`src/rtl/lifo_ctrl_pkg.sv`:
```
// Shared encodings for the return-address LIFO sequencer: request opcodes and controller states.
package lifo_ctrl_pkg;

    typedef enum logic [1:0] {
        OP_NOP  = 2'b00,
        OP_PUSH = 2'b01,
        OP_POP  = 2'b10,
        OP_SWAP = 2'b11
    } op_e;

    typedef enum logic [1:0] {
        IDLE  = 2'b00,
        SWAP2 = 2'b01,
        FLUSH = 2'b10
    } state_e;

endpackage

```
`src/rtl/lifo_ctrl.sv`:
```
// Sequencer for the shift-register return-address LIFO: PUSH/POP/SWAP handshake, occupancy, error flags, flush.
// Optional: define LIFO_CTRL_OVERWRITE_EN to let a PUSH while full overwrite (bottom entry drops out).
module lifo_ctrl
    import lifo_ctrl_pkg::*;
#(
    parameter int DW    = 8,
    parameter int DEPTH = 3,
    parameter int CW    = $clog2(DEPTH + 1)
) (
    input  logic          clk,
    input  logic          reset,
    input  logic          req_valid,
    output logic          req_ready,
    input  logic [1:0]    req_op,
    input  logic [DW-1:0] req_data,
    input  logic          flush,
    output logic          rsp_valid,
    output logic [DW-1:0] rsp_data,
    output logic          lifo_en,
    output logic          lifo_push,
    output logic [DW-1:0] lifo_din,
    input  logic [DW-1:0] lifo_dout,
    output logic [CW-1:0] count,
    output logic          full,
    output logic          empty,
    output logic          err_ovf,
    output logic          err_unf
);

    state_e        r_state;
    logic [CW-1:0] r_drain;
    logic [CW-1:0] r_count;
    logic [DW-1:0] r_swap_data;
    logic          r_rsp_valid;
    logic [DW-1:0] r_rsp_data;
    logic          r_err_ovf;
    logic          r_err_unf;

    op_e           w_op;
    logic          w_full;
    logic          w_empty;
    logic          w_overwrite;

    assign w_op    = op_e'(req_op);
    assign w_full  = (r_count == CW'(DEPTH));
    assign w_empty = (r_count == '0);

`ifdef LIFO_CTRL_OVERWRITE_EN
    assign w_overwrite = 1'b1;
`else
    assign w_overwrite = 1'b0;
`endif

    assign count     = r_count;
    assign full      = w_full;
    assign empty     = w_empty;
    assign rsp_valid = r_rsp_valid;
    assign rsp_data  = r_rsp_data;
    assign err_ovf   = r_err_ovf;
    assign err_unf   = r_err_unf;

    // LIFO strobes are combinational so an accepted request reaches the LIFO in the same cycle.
    always_comb begin
        req_ready = 1'b0;
        lifo_en   = 1'b0;
        lifo_push = 1'b0;
        lifo_din  = '0;
        case (r_state)
            FLUSH: begin
                lifo_en = 1'b1;
            end
            SWAP2: begin
                lifo_en   = 1'b1;
                lifo_push = 1'b1;
                lifo_din  = r_swap_data;
            end
            default: begin
                req_ready = !flush;
                if (req_valid && !flush) begin
                    case (w_op)
                        OP_PUSH: begin
                            lifo_en   = !w_full || w_overwrite;
                            lifo_push = 1'b1;
                            lifo_din  = req_data;
                        end
                        OP_POP: begin
                            lifo_en = !w_empty;
                        end
                        OP_SWAP: begin
                            lifo_en   = 1'b1;
                            lifo_push = w_empty;
                            lifo_din  = req_data;
                        end
                        default: begin
                            lifo_en = 1'b0;
                        end
                    endcase
                end
            end
        endcase
    end

    always_ff @(posedge clk) begin
        if (reset) begin
            r_state     <= FLUSH;
            r_drain     <= CW'(DEPTH);
            r_count     <= '0;
            r_swap_data <= '0;
            r_rsp_valid <= 1'b0;
            r_rsp_data  <= '0;
            r_err_ovf   <= 1'b0;
            r_err_unf   <= 1'b0;
        end else begin
            r_rsp_valid <= 1'b0;
            r_err_ovf   <= 1'b0;
            r_err_unf   <= 1'b0;
            case (r_state)
                FLUSH: begin
                    if (r_drain != '0) begin
                        r_drain <= r_drain - CW'(1);
                    end
                    if (!w_empty) begin
                        r_count <= r_count - CW'(1);
                    end
                    if (r_drain <= CW'(1)) begin
                        r_state <= IDLE;
                    end
                end
                SWAP2: begin
                    if (!w_full) begin
                        r_count <= r_count + CW'(1);
                    end
                    r_state <= IDLE;
                end
                default: begin
                    if (flush) begin
                        r_drain <= r_count;
                        if (!w_empty) begin
                            r_state <= FLUSH;
                        end
                    end else if (req_valid) begin
                        case (w_op)
                            OP_PUSH: begin
                                if (w_full) begin
                                    r_err_ovf <= 1'b1;
                                end else begin
                                    r_count <= r_count + CW'(1);
                                end
                            end
                            OP_POP: begin
                                r_rsp_valid <= 1'b1;
                                if (w_empty) begin
                                    r_rsp_data <= '0;
                                    r_err_unf  <= 1'b1;
                                end else begin
                                    r_rsp_data <= lifo_dout;
                                    r_count    <= r_count - CW'(1);
                                end
                            end
                            OP_SWAP: begin
                                r_rsp_valid <= 1'b1;
                                // Swapping an empty stack degenerates into a plain push.
                                if (w_empty) begin
                                    r_rsp_data <= '0;
                                    r_err_unf  <= 1'b1;
                                    r_count    <= r_count + CW'(1);
                                end else begin
                                    r_rsp_data  <= lifo_dout;
                                    r_swap_data <= req_data;
                                    r_count     <= r_count - CW'(1);
                                    r_state     <= SWAP2;
                                end
                            end
                            default: begin
                                r_count <= r_count;
                            end
                        endcase
                    end
                end
            endcase
        end
    end

endmodule

```
`config.mk`:
```
export PLATFORM = sky130hd
export DESIGN_NAME = lifo_ctrl
export DESIGN_NICKNAME = d
export VERILOG_FILES = /design/src/rtl/lifo_ctrl_pkg.sv /design/src/rtl/lifo_ctrl.sv
export SDC_FILE = /design/constraint.sdc
export NUM_CORES = 1
export LEC_CHECK = 0
export ABC_AREA = 1
export CAP_MARGIN = 20
export CORE_MARGIN = 2
export CORE_UTILIZATION = 40
export CTS_CLUSTER_DIAMETER = 100
export CTS_CLUSTER_SIZE = 16
export DETAILED_ROUTE_END_ITERATION = 16
export PLACE_DENSITY = 0.75
export RECOVER_POWER = 100
export SETUP_SLACK_MARGIN = 0.02
export SLEW_MARGIN = 40
export SYNTH_ARGS = -nofsm -noshare
export SYNTH_HDL_FRONTEND = slang
export SYNTH_SLANG_ARGS = --single-unit
```
`constraint.sdc`:
```
create_clock -name clk -period 2.2 [get_ports clk]
set_input_delay 0.22 -clock clk [delete_from_list [all_inputs] [get_ports clk]]
set_output_delay 0.22 -clock clk [all_outputs]
set_load 0.03 [all_outputs]
```
==> impl_results.md <==
- Outcome: finished clean
- H-tree depth: 1
- Via count: between 1000 and 1500
- CTS buffer count: 3
- Prevailing post-synth register cell: dfxtp_1
- Fill cell count: 323
- Layout cells sized above 1: 11.8%
- Vias in the first global route: 1304
- Reg2Reg Capture Point: rsp_data[2]
- Pint: roughly 900 uW
- Power Dens Cells: 912 nW/um2
- Grt met3 use: 4.50%
- Clk sinks: 25
- RSZ-0062 raised after global routing: no
- Layout net count: between 200 and 300
- I/O pin cnt: 48
- Max-slew violations: 0
- Critical Path End Type: primary output
- Avg Vias per Cell: between 4 and 5
- Met1 GRT Util: around a quarter
- Worst EP required: 1.98 ns
- Layout Cells excl Fill: 309
- Remaining global-route overflow: 0
- Synth cell types: 21
- Syn_nets: between 200 and 250
- Diode count: 0
- Final Hold Violating Endpoints: 0
- Worst-path clk slew: 0.14 ns
- Count leader, synth: nand2_1
- Post-synth ARST share: 0%
- Placed Instances: ~300
- Worst Hold End: rsp_data[0]
- Post-DP HPWL: 2540 um
- Hold path depth: 3
- RR Startpoint: r_state[0]
- Synthesized area: 1380 um2
- Combinational fraction of design power: around 54%
- MaxCap Viol Count: 0
- DRC viols: 0
- Clock network fraction of total power: 12.4%
- Layout Area Growth over Synthesis: 37.4%
- Starting DRT DRC Count: 73
- Area of the multi-input gates: between 700 and 800 um2
- Leak pwr: about 0.9 nW
- Synth warn: 0
- Synth top area share: 36.2%
- Sequential power share: 33.5%
- Clock skew: 0.00148 ns
- Mapped Avg Cell Area: 6.55 um2
- Worst vdd ir: 532 uV
- Cells after Synth: 211
- RePlAce Congestion: 0.906
- Final wirelength: 3460 um
- Post-route setup TNS: 0 ns
- Setup violations, final: 0
- Starting Density: about two fifths
- Worst-path fanout max: 7
- Grt met2 use: 28.4%
- TritonRoute pass-1 iters: 4
- Maximum buffer depth of the clock tree: 2
- Worst R2R Setup Slack: approximately 0.38 ns
- Critical path class: reg2out
- Worst-Margin Slew: 0.769 ns
- Port Buf Inserts: 47
- Min-delay src: lifo_dout[0]
- CTS tree: built
- Seq/Total Area, Yosys: between 30% and 40%
- Core area: 3340 um2
- Largest net degree at the start of global routing: 16
- Arrival @ worst endpoint: 1.84 ns
- Gr busiest metal: met2
- Initial antenna violation count: 0
- Top cells by count, synth: 59 x nand2_1, 26 x inv_1, 26 x nor2_1
- Net Sw Power: 826 uW
- Yosys reg bits: 25
- Rel. slew slack: 48.5%
- Worst skew pair latency: ~0.32 ns
- Row count: 21
- Register-to-Register Path Depth: 7
- Switch share: 47.7%
- Final ANT Viol Nets: 0
- CP startpoint kind: flip-flop
- Post-synth EDFFs: 0
- Wire per inst: 11.2 um
- # hold bufs at CTS: 0
- Root buffer cell: clkbuf_4
- Largest cells by area after synthesis: dfxtp_1 36%, nand2_1 16%, inv_1 7.1%
- Post-layout min period: 2.06 ns
- Dominant cell type by area after synthesis: dfxtp_1
- Pwr Total: 1.73 mW
- Total track usage: 17.9%
- Final period utilization: 93.6%
- Die Ht: 62.8 um
- Min-delay worst type: in2reg
- Seq. cell area: 500 um2
- First-pass GRT wire length: approximately 5800 um
- Fmax: about 0.49 GHz
- DIE WIDTH: about 63 um
- Die ar.: 3940 um2
-- worst max-delay path, cell delays in order, from the launching register on --
cell and delay [ns]:
dfxtp_1 0.36, inv_1 0.08, ha_4 0.31, nand4_1 0.17, buf_4 0.19, o21ai_0 0.17, buf_2 0.23
-- timing repair --
action | in CTS | in global routing
buffers inserted | 2 | 1
resized for setup | 1 | 3
pin swaps | 1 | 1
setup endpoints to repair | 6 | 10
-- power by group through the flow --
stage	combinational, mW	sequential [mW]	clock [mW]
global placement	0.945	0.585	0
global route	1.04	0.590	0.246
detailed placement	0.938	0.588	0
CTS	0.941	0.576	0.229
finish	0.937	0.580	0.215
floorplan	0.643	0.618	0
-- worst max-delay path by stage --
stage	start	to	slack [ns]	depth (start not counted)
after floorplan	r_state[0]	lifo_din[0]	0.20	5
after global placement	r_state[0]	req_ready	0.29	5
after detailed placement	r_state[0]	req_ready	0.26	5
after CTS	r_state[0]	lifo_din[1]	0.03	8
after global routing	r_state[0]	lifo_din[2]	0.02	6
final	r_state[0]	lifo_din[6]	0.14	6
-- cells by family after synthesis --
| kind of cell | after synthesis | synth area share, % |
|---|---|---|
| DFF | 25 | 36.2 |
| adders and majority gates | 4 | 3.62 |
| buffers and inverters | 35 | 10.6 |
| AOI/OAI and AO/OA | 23 | 8.33 |
| and+or+nand+nor | 124 | 41.3 |
-- through the flow --
stage	setup WS, ns	cell area (um2)	hold slack [ns]	utilization (%)
5_1_grt	0.0165	1900	0.442	56.9
6_report	0.140	1900	0.457	56.9
3_5_place_dp	0.260	1880	0.458	56.2
4_1_cts	0.0277	1920	0.444	57.6
3_3_place_gp	0.287	1880	0.454	56.2
2_1_floorplan	0.196	1380	0.380	-
-- state kept, by name (all words and copies together) (netlist names) --
signal,cells
err_unf,1
err_ovf,1
r_swap_data,8
r_drain,2
rsp_valid,1
r_state,2
rsp_data,8
count,2
-- area by class of cell --
| type | count | share of cell area, % |
|---|---|---|
| timing repair buffer | 53 | 24.5 |
| inverter | 30 | 6.06 |
| clock inverter | 1 | 0.395 |
| sequential | 25 | 26.4 |
| tap | 46 | 3.03 |
| multi-input combinational | 151 | 38.5 |
| clock buffer | 3 | 1.19 |
-- metal layers --
layer | routed length, um | share of wire [%]
met2 | 1540 | 45
met3 | 232 | 6.7
met1 | 1670 | 48
met5 | 0 | 0
met4 | 15 | 0.43
-- layout by cell type (no fill, tap or decap) --
cell type        synthesis  final
o21ai_0                 12     12
nand3b_1                 1      1
ha_4                     0      1
nand4_1                 10     10
clkbuf_1                 2      1
nor3_2                   1      1
nor3_1                   1      1
clkdlybuf4s50_1          0     21
nand3_1                 18     18
nand2_1                 59     60
inv_2                    3      4
clkbuf_2                 0      1
dfxtp_1                 25     25
nor2_1                  26     28
nor2_4                   4      2
nor4_2                   1      1
dlygate4sd3_1            0     15
clkbuf_4                 0      3
buf_2                    1      7
a21oi_1                 11     11
buf_4                    1      7
inv_4                    1      1
inv_1                   26     25
clkinvlp_4               0      1
dlygate4sd2_1            0      1
ha_1                     4      3
nand2_2                  3      2
No activity file was read; power rests on OpenSTA's default activity.
